$ cat src/rtl/autoapproach_pkg.sv
// -----------------------------------------------------------------------------
// autoapproach_pkg
// Shared definitions for the autoapproach waveform player:
//   - default widths for waveform words, the inter-sample timer and the
//     optional sample counter
//   - the player's 3-bit state encoding
// -----------------------------------------------------------------------------
package autoapproach_pkg;

    localparam int WORD_WID_DEF  = 24;
    localparam int TIMER_WID_DEF = 32;
    localparam int CNT_WID_DEF   = 32;

    typedef enum logic [2:0] {
        ST_IDLE       = 3'd0,
        ST_START      = 3'd1,
        ST_REQ        = 3'd2,
        ST_REQ_REL    = 3'd3,
        ST_DAC_ARM    = 3'd4,
        ST_DAC_REL    = 3'd5,
        ST_WAIT_TIMER = 3'd6,
        ST_DONE       = 3'd7
    } state_t;

endpackage

$ cat src/rtl/autoapproach_interval_timer.sv
// -----------------------------------------------------------------------------
// interval_timer
// Loadable up-counter with terminal-count compare, shared by sweep blocks.
//   clk    in   system clock
//   rst    in   synchronous active-high reset (limit and count cleared)
//   load   in   capture limit_in as the terminal count
//   limit  in   terminal count value (unsigned)
//   start  in   restart counting from 0
//   en     in   advance the count by one
//   done   out  count has reached the latched terminal count
// The count saturates at the terminal count, so it never wraps even when the
// limit is the maximum representable value.
// -----------------------------------------------------------------------------
module interval_timer #(
    parameter int WID = 32
) (
    input  logic           clk,
    input  logic           rst,
    input  logic           load,
    input  logic [WID-1:0] limit,
    input  logic           start,
    input  logic           en,
    output logic           done
);

    logic [WID-1:0] limit_q;
    logic [WID-1:0] count;

    // NOTE: state registers use non-blocking assignments so every flop
    // samples pre-edge values, independent of statement order.
    always_ff @(posedge clk) begin
        if (rst) begin
            limit_q <= '0;
            count   <= '0;
        end else begin
            if (load) begin
                limit_q <= limit;
            end
            if (start) begin
                count <= '0;
            end else if (en && !done) begin
                count <= count + WID'(1);
            end
        end
    end

    assign done = (count == limit_q);

endmodule

$ cat src/rtl/autoapproach_player.sv
// -----------------------------------------------------------------------------
// autoapproach_player
// Fetches waveform words from the BRAM word buffer (4-phase word_next/word_ok
// handshake), writes each to the DAC through the SPI master (dac_arm /
// dac_finished handshake), waits a programmable interval, then loops or halts
// after the word flagged word_last.
//
// Optional feature macro: AUTOAPPROACH_SAMPLE_CNT_EN adds the samples_sent
// counter port and the CNT_WID parameter.
//
// Ports
//   clk, rst        system clock, synchronous active-high reset
//   arm             run while high; only honoured at sample boundaries
//   halt_on_finish  1: stop in DONE after the word_last sample, 0: loop
//   time_to_wait    idle cycles between samples, latched at START
//   running         high from START through WAIT_TIMER
//   finished        high in DONE until arm drops
//   word/word_last  buffer data and final-index flag
//   word_ok         buffer acknowledge
//   word_next       buffer request
//   word_rst        one-cycle rewind pulse for the buffer read pointer
//   to_dac          DAC frame, updated only on word capture
//   dac_arm         SPI master request
//   dac_finished    SPI master done
//   samples_sent    (macro only) DAC writes since START, wrapping
// -----------------------------------------------------------------------------
module autoapproach_player
    import autoapproach_pkg::*;
#(
    parameter int WORD_WID  = WORD_WID_DEF,
    parameter int TIMER_WID = TIMER_WID_DEF
`ifdef AUTOAPPROACH_SAMPLE_CNT_EN
    , parameter int CNT_WID = CNT_WID_DEF
`endif
) (
    input  logic                 clk,
    input  logic                 rst,
    input  logic                 arm,
    input  logic                 halt_on_finish,
    input  logic [TIMER_WID-1:0] time_to_wait,
    output logic                 running,
    output logic                 finished,
    input  logic [WORD_WID-1:0]  word,
    input  logic                 word_last,
    input  logic                 word_ok,
    output logic                 word_next,
    output logic                 word_rst,
    output logic [WORD_WID-1:0]  to_dac,
    output logic                 dac_arm,
    input  logic                 dac_finished
`ifdef AUTOAPPROACH_SAMPLE_CNT_EN
    , output logic [CNT_WID-1:0] samples_sent
`endif
);

    state_t state;
    state_t state_next;

    logic   last_q;
    logic   capture;
    logic   timer_load;
    logic   timer_start;
    logic   timer_en;
    logic   timer_done;
`ifdef AUTOAPPROACH_SAMPLE_CNT_EN
    logic   sample_done;
`endif

    always_ff @(posedge clk) begin
        if (rst) begin
            state <= ST_IDLE;
        end else begin
            state <= state_next;
        end
    end

    // Handshake outputs are decoded from state, so a reset drops
    // word_next/dac_arm on the very next cycle.
    always_comb begin
        // NOTE: every output gets a default before the case so no path can
        // leave a signal unassigned and infer a latch.
        state_next  = state;
        running     = 1'b0;
        finished    = 1'b0;
        word_next   = 1'b0;
        word_rst    = 1'b0;
        dac_arm     = 1'b0;
        capture     = 1'b0;
        timer_load  = 1'b0;
        timer_start = 1'b0;
        timer_en    = 1'b0;
`ifdef AUTOAPPROACH_SAMPLE_CNT_EN
        sample_done = 1'b0;
`endif
        case (state)
            ST_IDLE: begin
                if (arm) state_next = ST_START;
            end
            ST_START: begin
                running    = 1'b1;
                word_rst   = 1'b1;
                timer_load = 1'b1;
                state_next = ST_REQ;
            end
            ST_REQ: begin
                running   = 1'b1;
                word_next = 1'b1;
                if (word_ok) begin
                    capture    = 1'b1;
                    state_next = ST_REQ_REL;
                end
            end
            ST_REQ_REL: begin
                // Hold off the next request until the buffer releases word_ok.
                running = 1'b1;
                if (!word_ok) state_next = ST_DAC_ARM;
            end
            ST_DAC_ARM: begin
                running = 1'b1;
                dac_arm = 1'b1;
                if (dac_finished) begin
`ifdef AUTOAPPROACH_SAMPLE_CNT_EN
                    sample_done = 1'b1;
`endif
                    state_next = ST_DAC_REL;
                end
            end
            ST_DAC_REL: begin
                running = 1'b1;
                if (!dac_finished) begin
                    timer_start = 1'b1;
                    state_next  = ST_WAIT_TIMER;
                end
            end
            ST_WAIT_TIMER: begin
                // arm is only honoured here, keeping every DAC frame whole.
                running  = 1'b1;
                timer_en = 1'b1;
                if (timer_done) begin
                    if (!arm) begin
                        state_next = ST_IDLE;
                    end else if (last_q && halt_on_finish) begin
                        state_next = ST_DONE;
                    end else begin
                        state_next = ST_REQ;
                    end
                end
            end
            ST_DONE: begin
                finished = 1'b1;
                if (!arm) state_next = ST_IDLE;
            end
            default: state_next = ST_IDLE;
        endcase
    end

    interval_timer #(
        .WID(TIMER_WID)
    ) u_timer (
        .clk  (clk),
        .rst  (rst),
        .load (timer_load),
        .limit(time_to_wait),
        .start(timer_start),
        .en   (timer_en),
        .done (timer_done)
    );

    // NOTE: the frame and last-flag registers are reset explicitly so the
    // DAC output is defined (zero) before the first capture.
    always_ff @(posedge clk) begin
        if (rst) begin
            to_dac <= '0;
            last_q <= 1'b0;
        end else if (capture) begin
            to_dac <= word;
            last_q <= word_last;
        end
    end

`ifdef AUTOAPPROACH_SAMPLE_CNT_EN
    always_ff @(posedge clk) begin
        if (rst || state == ST_START) begin
            samples_sent <= '0;
        end else if (sample_done) begin
            samples_sent <= samples_sent + CNT_WID'(1);
        end
    end
`endif

endmodule

$ cat config.mk
export PLATFORM = sky130hd
export DESIGN_NAME = autoapproach_player
export DESIGN_NICKNAME = d
export VERILOG_FILES = /design/src/rtl/autoapproach_pkg.sv /design/src/rtl/autoapproach_interval_timer.sv /design/src/rtl/autoapproach_player.sv
export SDC_FILE = /design/constraint.sdc
export NUM_CORES = 1
export LEC_CHECK = 0
export ABC_AREA = 1
export CAP_MARGIN = 20
export CORE_UTILIZATION = 23
export DETAILED_ROUTE_END_ITERATION = 8
export PLACE_DENSITY = 0.42
export REMOVE_ABC_BUFFERS = 1
export SLEW_MARGIN = 10
export SYNTH_ARGS = -nofsm -noshare
export SYNTH_HDL_FRONTEND = slang
export SYNTH_HIERARCHICAL = 1
export SYNTH_SLANG_ARGS = --single-unit
$ cat constraint.sdc
create_clock -name clk -period 2.5 [get_ports clk]
set_clock_uncertainty 0.15 [all_clocks]
set_input_delay 0.5 -clock clk [delete_from_list [all_inputs] [get_ports clk]]
set_output_delay 0.5 -clock clk [all_outputs]
set_load 0.02 [all_outputs]
* Word-level counts from Yosys, hierarchy flattened *
Cells that the tools add are included.

cells by class
  $add $sub $neg = 1
  eq/ne operators = 15
  multiplexer cells = 20
  reductions and logical operators = 7

operator list
  kind                   count
  $add 32x1->32 const B  1
  $eq 32x32->1           1
  $mux 3                 9
  $pmux 3 s8             1
  $eq 3x3->1 const B     4
  $ne 2x2->1 const B     6
  $mux 1                 10
  $reduce_and 7->1       1
  $eq 3x2->1 const B     2
  $reduce_or 6->1        1
  $eq 3x1->1 const B     1
  $logic_not 3->1        1
  $logic_and 1x1->1      2
  $ne 2x1->1 const B     1
  $reduce_or 2->1        1
  $logic_not 1->1        1

word-level totals
  register bits after elaboration = 92
  bits of input ports = 63
  output and inout port bits = 29

* Logic depth before layout (Yosys ltp) *
Gate-level depths: netlist (run 1).

  word-level depth = 5
  gate-level depth with buffers = 19

* Modules after synthesis *
The synthesis (run 1) kept the hierarchy.

modules (own cells, without submodules)
  module               times used  cells an instance  area an instance (um2)  seq. area each (um2)
  interval_timer       1           571                3569.7                  1281.2
  autoapproach_player  1           167                1209.9                  560.5

* Worst setup path after synthesis (run 1) *
No wires, ideal clock.

  kind = register to register
  from = register state[0]
  to = register u_timer.limit_q[13]
  library setup time = 0.116 ns
  data arrival time = 1.708 ns
  data required time = 2.234 ns
  slack = 0.526 ns
  stages on the path, launching flop included = 9
  path buffers = 3
  cell sequence = dfxtp_1 > buf_2 > nand2_1 > nor2_1 > inv_1 > clkbuf_1 > clkbuf_1 > nor2_1 > nor2_1

between the ends
  longest elaborated chain between the ends = 2

RTL lines
  what                    line                               RTL
  from (decl)             autoapproach_player.sv:56          state_t state;
  from (signal assigned)  autoapproach_player.sv:73          state <= state_next;
  $eq 3x1->1              -
  $mux 1                  -
  via word_rst            autoapproach_player.sv:47          output logic word_rst,
  to (signal assigned)    autoapproach_interval_timer.sv:37  limit_q <= limit;
  to (decl)               autoapproach_interval_timer.sv:26  logic [WID-1:0] limit_q;

The timed path passes the listed nets, and every way through them passes these cells.
A chain may end at the register's enable or synchronous reset.

* Worst setup path in the final report (run 1) *
  from = register state[2]
  to = output running

between the ends
  longest elaborated chain between the ends = 3
  elaborated cells on any way between the ends = 8
  classes of those cells = eq/ne (6); mux (1); reduce/logical (1)

RTL lines
  what                                      line                       RTL
  $eq 3x3->1, or another cell as far along  autoapproach_player.sv:95  case (state)
  $reduce_or 6->1 (no source line) (*)      -
  $mux 1 (*)                                autoapproach_player.sv:95
  to (decl)                                 autoapproach_player.sv:41  output logic running,

Mark *: on every way between the ends. The rest lies on a longest branch, timed or not.

==> run summary, run 1 <==
Required @ worst endpoint: 1850 ps
Most common cell after layout, fill and taps aside: nor2_1
Inst Count DP: 1084
Avg Inst Size Synth: 6.48 sq um
Fin nets: 889
First DRT Iteration DRCs: 250
Placed Area: 5990 sq um
Most used cell, CP: inv_1
RePlAce Congestion: 0.842
First-pass iteration count of the detailed router: 4
Startpoint type of the worst setup path: register
Setup WS pre-CTS: 267 ps
Synth Cell Area: 4780 sq um
Yosys warns: 6
DIE WIDTH: 146 um
Post-Layout Cell Count: 1100
Post-synth top area share: 0.385
Crit path max-delay family: buffers and inverters
Detailed Place HPWL: 9810 um
Yosys reg bits: 92
Seq/Total Area, Yosys: 0.385
ANT cells: 0
Final-report hold violation count: 0
First-pass GRT wire length: 22600 um
Slew Viols, Final: 0
Layout cells sized above 1: 0.0639
Cell taking the most area after synthesis: dfxtp_1
Total global routing overflow: 0
Relative slew margins: 0.638
WL/cell: 12.1 um
Crit path largest cell delay: 590 ps
Final worst path period share: 0.947
RSZ-0062 raised after global routing: false
Cts bufs inserted: 9
Ranking of synthesized cells by area: dfxtp_1 (39%), nor2_1 (16%), nand2_1 (14%)
Final setup viols: 0
Overall Power: 5.55 mW
H-tree levels: 3
Initial antenna violation count: 0
Hold EP: u_timer/limit_q[28]
Pwr/cell area: 880 nW/um^2
Max clock buf depth: 2
Clock Tree Root: clkbuf_16
# rows: 52
P&R area growth vs syn: 31.9%
CP arrival: 1720 ps
Vias/cell: 4.13
Max FO, Critical Path: 9
Worst path cell trace: inv_1 > nand2_1 > o21ai_0 > inv_1 > clkdlybuf4s50_1
Max frequency: 0.423 GHz
Ports: 92
CP Capture Type: output pin
Die Y: 146 um
Pin count of the biggest net entering global routing: 49
RR Endpoint: u_timer/count[21]
PortBufs: 91
Max cap viols: 0
Tmin final: 2370 ps
Vias: 4538
Drt total wl: 13300 um
DRC viols: 0
Clk Latency, worst-skew pair: 350 ps
Worst r2r src: state[1]
Sink Count: 92
R2R depth: 9
CTS tree: yes
Worst-margin pin slew: 538 ps
CTS clock-pin slew for the worst setup and hold paths: 70 ps
Critical hold path startpoint: u_timer/limit_q[28]
Initial Utilization: 0.235
Total core area: 20300 sq um
GRT Total Usage: 0.133
Most frequent cells in the layout: nor2_1 (206), nand2_1 (177), dfxtp_1 (90), clkdlybuf4s50_1 (89), inv_1 (52)
Maximum vdd ir drop: 0.329 mV
Vias in the first global route: 4481
CP max-delay cell: clkdlybuf4s50_1
R2R Setup Slk: 340 ps
Detail Route Antenna Nets: 0
Finished Cell Area: 6310 sq um
Die area: 21400 sq um
Crit path buf inv count: 3
Final WS setup: 134 ps
Synth cell types: 31
Cells after Synth: 738
Outcome: finished, final reports clean
Hold Path Depth: 2
HP Class: reg2reg
Leak: 2.50 nW
Setup CP Type: reg2out
Hold_buf cts: 0
## kinds of logic after synthesis
group / after synthesis / share of synthesized area
xor+xnor: 32 / 0.0586
flops: 92 / 0.385
buf+inv: 86 / 0.0840
compound gates: 79 / 0.0898
simple gates: 448 / 0.380
fa+ha+maj: 1 / 0.00262
## sequential cells by signal, indices dropped and copies added, names as in the netlist
name and flops:
u_timer/limit_q 32, state 3, last_q 1, u_timer/count 32, to_dac 24
## through the flow
step            util  hold WS, ps  TNS, ps
2_1_floorplan      -          300    -7380
3_3_place_gp   0.295          310        0
3_5_place_dp   0.295          320        0
4_1_cts        0.311          329        0
5_1_grt        0.311          356        0
6_report       0.311          324        0
## Yosys cell counts
cell type,instances
nor2_1,207
nand2_1,177
dfxtp_1,92
inv_1,52
o21ai_0,48
nand3_1,29
xnor2_1,27
clkbuf_1,14
o21ai_1,11
a21oi_1,10
nor3_1,10
a21oi_2,8
nand4_1,7
buf_6,6
buf_2,5
nand3b_1,5
xor2_1,5
nor4_1,4
inv_2,3
nand2_2,3
buf_1,2
buf_8,2
nor2_2,2
nor2_4,2
a31oi_1,1
and2_1,1
clkinv_1,1
ha_1,1
inv_6,1
nand2_4,1
o211ai_1,1
## what timing repair did
action	in CTS	in global routing
pin swaps	0	0
resized for setup	4	1
setup buffers	0	0
endpoints found under the setup margin	4	2
## power breakdown
group | total, mW | internal [mW] | switching, mW
Clock | 1.44 | 0.832 | 0.608
Combinational | 2.06 | 0.879 | 1.18
Sequential | 2.05 | 1.80 | 0.250
Total | 5.55 | 3.51 | 2.04
## final cells by class
| type | count | area (sq um) |
|---|---|---|
| Inverter | 57 | 219 |
| Timing Repair Buffer | 105 | 1050 |
| Sequential cell | 92 | 1850 |
| Tap cell | 270 | 338 |
| Clock inverter | 5 | 60.1 |
| Multi-Input combinational cell | 560 | 2540 |
| Clock buffer | 11 | 253 |
| Fill cell | 2288 | 14000 |
## worst max path at each step
| stage | cells past startpoint | endpoint | from | slack (ps) |
|---|---|---|---|---|
| after global placement | 5 | running | state[2] | 270 |
| after global routing | 4 | dac_arm | state[1] | 30 |
| after detailed placement | 5 | running | state[2] | 270 |
| after CTS | 5 | running | state[2] | 30 |
| after floorplan | 5 | u_timer/limit_q[0] | state[0] | -330 |
| final | 5 | running | state[2] | 130 |
## metal layers
layer | vias to the layer above | global-route usage | routed length [um]
li1 | 2475 | - | -
met1 | 1965 | 0.162 | 6190
met2 | 89 | 0.215 | 5960
met3 | 9 | 0.0506 | 980
met4 | 0 | 0.0391 | 153
met5 | - | 0 | 0
## worst register-to-register path, cell delays in order (launching register included)
cell     delay (ps)
dfxtp_1         450
inv_2           110
nor2_4          130
nand2_1          90
inv_1            80
inv_1           210
nor4_1          580
nand3_1         130
nand2_1          90
nor2_1           40
No activity file was read; power rests on OpenSTA's default activity.
==> run 2: changes to the inputs <==
Settings changed: GPL_ROUTABILITY_DRIVEN set to 0.
==> results of run 2 <==
Same layout as run 1: the final DEF is identical, and so are final timing and power.
==> run 3: changes to the inputs <==
Settings changed: SYNTH_HIERARCHICAL 1 to not set.
==> run 3 against run 2 <==
  * Sequential power decreased by 4%
  * Sequential share of layout area decreased by 1.4 points
  * Die area increased by 4.3%
  * Critical path depth decreased by 2
  * Non-clock buffer count unchanged
  * Final area increased by 4.7%
  * Synthesized area increased by 4.3%
  * Synthesized cell count decreased by 1.8%
  * Count of clock-buffer cells in the layout decreased by 2
  * Register-to-register slack improved by 40 ps
  * Combinational power decreased by 3%
  * Via count increased by 2.0%
  * Highest routed layer unchanged
==> run summary, run 3 <==
Outcome: finished, final reports clean
Async set-reset flop share out of synthesis: 0
Worst-margin pin slew: 564 ps
PortBufs: 91
Fin Hold WS: 320 ps
Post-Layout Cell Count: 1091
Fill cell count: 2318
Most frequent cells in the layout: nor2_1 (149), nand2_1 (148), dfxtp_1 (91), clkdlybuf4s50_1 (89), o21ai_0 (60)
Ports: 92
H-tree levels: 3
Levels on crit path: 3
Ys flop type: dfxtp_1
P_sw: 2.01 mW
Avg Inst Size Synth: 6.88 sq um
Drt total wl: 14300 um
Crit path largest cell delay: 620 ps
Worst path cell trace: inv_2 > nor2_1 > clkdlybuf4s50_1
Final worst path period share: 0.948
Inst Count DP: 1075
Die Y: 149 um
Cts bufs inserted: 9
# rows: 53
Largest family of logic cells by synthesized area: simple AND/OR/NAND/NOR gates
Number of flops mapped to enable cells by yosys: 0
CTS tree: yes
HP Class: reg2reg
CTS clock-pin slew for the worst setup and hold paths: 60 ps
ANT cells: 0
Startpoint type of the worst setup path: register
CP arrival: 1720 ps
Yosys warns: 0
Setup CP Type: reg2out
Layout cells sized above 1: 0.132
Mux cell area share after synthesis: 0
R2R depth: 8
Setup WS pre-CTS: 310 ps
Seq/Total Area, Yosys: 0.369
Part of the power in the clock network: 0.311
Cells after Synth: 725
Post-synthesis simple-gate area fraction: 0.362
Final WS setup: 131 ps
Multi-input logic area: 2790 sq um
Pin count of the biggest net entering global routing: 60
DRC viols: 0
RSZ-0062 raised after global routing: false
Slew Viols, Final: 0
Initial antenna violation count: 0
Vias/cell: 4.24
Crit path buf inv count: 2
Relative slew margins: 0.624
Max cap viols: 0
FF+latch area: 1840 sq um
Vias: 4630
Final-report hold violation count: 0
Tmin final: 2370 ps
Largest regs: u_timer.count x32, u_timer.limit_q x32, to_dac x24
Most frequent cell after synthesis: nor2_1
Max FO, Critical Path: 8
Hold Path Depth: 2
Initial Utilization: 0.236
Post-synthesis adder-cell area fraction: 0.00251
Total global routing overflow: 0
Max clock buf depth: 2
Combinational power share: 0.346
First DRT Iteration DRCs: 188
Most common cell after layout, fill and taps aside: nor2_1
First-pass GRT wire length: 23900 um
Crit path max-delay family: buffers and inverters
Detail Route Antenna Nets: 0
Clock Tree Root: clkbuf_16
GRT Total Usage: 0.137
Compound-Gate Fraction of Synth Area: 0.128
First-pass iteration count of the detailed router: 4
Final setup viols: 0
Sink Count: 92
Xor/xnor cell area share of the yosys netlist: 0.0668
Total core area: 21200 sq um
Clk Latency, worst-skew pair: 360 ps
Required @ worst endpoint: 1850 ps
Ranking of synthesized cells by area: dfxtp_1 (37%), nor2_1 (11%), nand2_1 (11%)
DIE WIDTH: 149 um
P&R area growth vs syn: 32.4%
Max frequency: 0.422 GHz
Synth Cell Area: 4990 sq um
Fin nets: 875
Detailed Place HPWL: 10300 um
Vias in the first global route: 4609
Internal power: 3.74 mW
Maximum vdd ir drop: 0.307 mV
Hold_buf cts: 0
Synth top cells by count: nor2_1 (150), nand2_1 (148), dfxtp_1 (92)
Cell taking the most area after synthesis: dfxtp_1
Leak: 2.50 nW
Pwr/cell area: 872 nW/um^2
Post-synth top area share: 0.369
WL/cell: 13.1 um
CP max-delay cell: clkdlybuf4s50_1
Yosys reg bits: 92
Synth cell types: 29
Switching share of power: 0.350
Die area: 22300 sq um
CP Capture Type: output pin
Reg power frac: 0.342
[run 3: changes by cell type after synthesis, moves of 6 or more]
cell | before | now
a21oi_2 | 8 | 30
buf_2 | 5 | 11
buf_6 | 6 | 0
inv_1 | 52 | 43
nand2_1 | 177 | 148
nand2_2 | 3 | 31
nand3_1 | 29 | 52
nand4_1 | 7 | 1
nor2_1 | 207 | 150
o21ai_0 | 48 | 60
o21ai_1 | 11 | 0
xor2_1 | 5 | 12
[run 3: path summary, 6_finish.rpt]
check                      startpoint                  end  slack [ps]
hold / removal    u_timer.limit_q[19]  u_timer.limit_q[19]         320
hold reg to reg   u_timer.limit_q[19]  u_timer.limit_q[19]         320
setup / recovery             state[2]              dac_arm         130
setup reg to reg     u_timer.count[0]    u_timer.count[10]         380
[run 3: cells by family (layout without fill, tap and decap cells)]
logic type / after synthesis / count (layout)
and+or+nand+nor: 411 / 411
AOI/OAI and AO/OA: 105 / 105
DFF: 92 / 92
buffers and inverters: 78 / 169
xor gates and xnor gates: 38 / 38
adders and majority gates: 1 / 1
[run 3: timing repair]
action / 4_1_cts / 5_1_grt
gates resized for setup: 2 / 1
buffers inserted: 0 / 0
endpoints found under the setup margin: 2 / 1
[run 3: per-stage QoR]
step | TNS, ps | area, sq um | power, mW | utilization
floorplan | -4390 | 4810 | 3.24 | -
global placement | 0 | 6210 | 4.07 | 0.294
detailed placement | 0 | 6210 | 4.05 | 0.294
CTS | 0 | 6600 | 5.88 | 0.312
global route | 0 | 6600 | 6.18 | 0.312
finish | 0 | 6600 | 5.75 | 0.312
[run 3: layout make-up]
type | count | share of cell area
Clock inverter | 7 | 0.0246
Timing Repair Buffer | 105 | 0.160
Tap cell | 275 | 0.0521
Multi-Input combinational cell | 555 | 0.423
Clock buffer | 9 | 0.0341
Inverter | 48 | 0.0273
Sequential cell | 92 | 0.279
[run 3: power by group through the flow]
stage / sequential (mW) / combinational, mW / clock, mW
5_1_grt: 2.01 / 2.26 / 1.91
3_3_place_gp: 2.00 / 2.06 / 0
2_1_floorplan: 2.05 / 1.19 / 0
3_5_place_dp: 2.00 / 2.05 / 0
6_report: 1.97 / 1.99 / 1.79
4_1_cts: 1.97 / 2.06 / 1.85
[run 3: worst register-to-register path, delay by kind of cell (launching register included)]
| kind | cells | cell delay, ps |
|---|---|---|
| xor gates and xnor gates | 1 | 180 |
| adders and majority gates | 1 | 240 |
| and+or+nand+nor | 4 | 680 |
| buffers and inverters | 1 | 150 |
| DFF | 1 | 500 |
| AOI/OAI and AO/OA | 1 | 140 |
[run 3: per-layer routing]
metal | share of wire | global-route usage | vias up
li1 | - | - | 2476
met1 | 0.47 | 0.173 | 2056
met2 | 0.44 | 0.213 | 86
met3 | 0.072 | 0.0526 | 12
met4 | 0.013 | 0.0444 | 0
met5 | 0 | 0 | -
==> RTL change: new RTL, flow settings as in run 2 <==
Re-encode `state_t` (8 states) as one-hot, 8 bits wide.
--- a/src/rtl/autoapproach_pkg.sv
+++ b/src/rtl/autoapproach_pkg.sv
@@ -11,15 +11,15 @@
     localparam int TIMER_WID_DEF = 32;
     localparam int CNT_WID_DEF   = 32;
 
-    typedef enum logic [2:0] {
-        ST_IDLE       = 3'd0,
-        ST_START      = 3'd1,
-        ST_REQ        = 3'd2,
-        ST_REQ_REL    = 3'd3,
-        ST_DAC_ARM    = 3'd4,
-        ST_DAC_REL    = 3'd5,
-        ST_WAIT_TIMER = 3'd6,
-        ST_DONE       = 3'd7
+    typedef enum logic [7:0] {
+        ST_IDLE       = 8'b00000001,
+        ST_START      = 8'b00000010,
+        ST_REQ        = 8'b00000100,
+        ST_REQ_REL    = 8'b00001000,
+        ST_DAC_ARM    = 8'b00010000,
+        ST_DAC_REL    = 8'b00100000,
+        ST_WAIT_TIMER = 8'b01000000,
+        ST_DONE       = 8'b10000000
     } state_t;
 
 endpackage
Formal check against the unedited RTL: same outputs for any inputs over 10 cycles, from zero or initial values and one cycle with rst high; not proved beyond that.
==> RTL change against run 2 <==
The flow now finishes with violations (design-rule violations). Power fell by 5.1%. Critical path depth rose by 3. Register-to-register slack got worse by 0.03 ns. Final area rose by 5.8%. Worst setup slack improved by 0.022 ns. Global-route usage rose by 0.19 points. Die area rose by 8.1%. Fmax rose by 0.93%. Count of clock-buffer cells in the layout fell by 1. Sequential share of layout area fell by 0.17 points. Area after synthesis rose by 8.2%. Sequential cell count rose by 5. Routed wire length rose by 13%. Largest cell class unchanged.
==> RTL change: results (changes against run 2) <==
* Hold path startpoint: u_timer/limit_q[16]
* Nets@finish at 945 (+6.3%)
* Switching fraction of total power at 0.417 (+0.0491)
* FF-to-FF setup slack at 0.31 ns (-0.03 ns)
* Max transition margin at 0.644 (+0.00602)
* CP startpoint: state[0]
* GRT Util Overall at 0.134 (+0.00194)
* FILL cells at 2,399 (+4.9%)
* DP HPWL at 10,900 um (+11%)
* Status: finished with violations
* Crit share post-route at 0.938 (-0.00874)
* Vias after detailed routing at 4,862 (+7.1%)
* Reg2Reg Depth at 13 (+4)
* Vias in the first global route at 4,716 (+5.2%)
* Netlist cell types at 30 (-3.2%)
* Iteration-0 DRC count of the detailed router at 189 (-24%)
* Synth area leaders: dfxtp_1, nor2_1, nand2_1, xnor2_1, inv_1
* Leakage at 2.86 nW (+14%)
* Synth top cells by count: nor2_1, nand2_1, dfxtp_1
* Post-Syn Instances at 792 (+7.3%)
* Post-synthesis sequential area ratio at 0.376 (-0.00974)
* Failing checks: design-rule violations
* R2r startpoint: u_timer/count[17]
* DRC violations left at 4 (+4)
* Crit-path max FO at 4 (-5)
* Dpl cell area at 6380 sq um (+6.5%)
* Endpoint, Worst Hold: u_timer/limit_q[16]
==> RTL change: repair_timing <==
| item | CTS | global route |
|---|---|---|
| gates resized for setup | 3 | 2 |
| hold buffers | 0 | 0 |
| endpoints found under the setup margin | 3 | 2 |
| pin swaps | 0 | 0 |
==> RTL change: through the flow <==
stage | hold slack, ns | total power, mW | utilization
after global routing | 0.357 | 5.68 | 0.304
after detailed placement | 0.322 | 3.96 | 0.291
after global placement | 0.318 | 3.97 | 0.291
final | 0.329 | 5.27 | 0.304
after floorplan | 0.300 | 3.21 | -
after CTS | 0.334 | 5.39 | 0.303
==> RTL change: critical path, stage by stage (launching register included) <==
cell and delay, ns:
dfxtp_1 0.36, inv_2 0.05, nand2_2 0.11, nor2_2 0.07, nand2_4 0.10, nand2_1 0.08
nor2_1 0.13, nand3_1 0.09, dlygate4sd2_1 0.33
==> RTL change: routing by layer <==
layer	share of wire	vias up	global-route usage
met5	0	-	0
met3	0.077	8	0.0476
met4	0.0097	0	0.0364
li1	-	2635	-
met1	0.47	2107	0.167
met2	0.44	112	0.219
==> RTL change: cells by family (layout without fill, tap and decap cells) <==
kind of cell | Yosys count | after routing | share of synthesized area
flip-flops | 97 | 97 | 0.376
AO/OA/AOI/OAI | 79 | 79 | 0.0830
AND/OR/NAND/NOR | 486 | 486 | 0.403
adder cells (fa/ha/maj) | 1 | 1 | 0.00242
XOR/XNOR | 32 | 32 | 0.0542
buffers and inverters | 97 | 191 | 0.0820
==> RTL change: final cells by class <==
type | count | area share
clock buffer | 10 | 0.0358
clock inverter | 6 | 0.00713
inverter | 69 | 0.0392
multi-input combinational | 598 | 0.420
sequential | 97 | 0.291
tap | 280 | 0.0525
timing repair buffer | 106 | 0.154
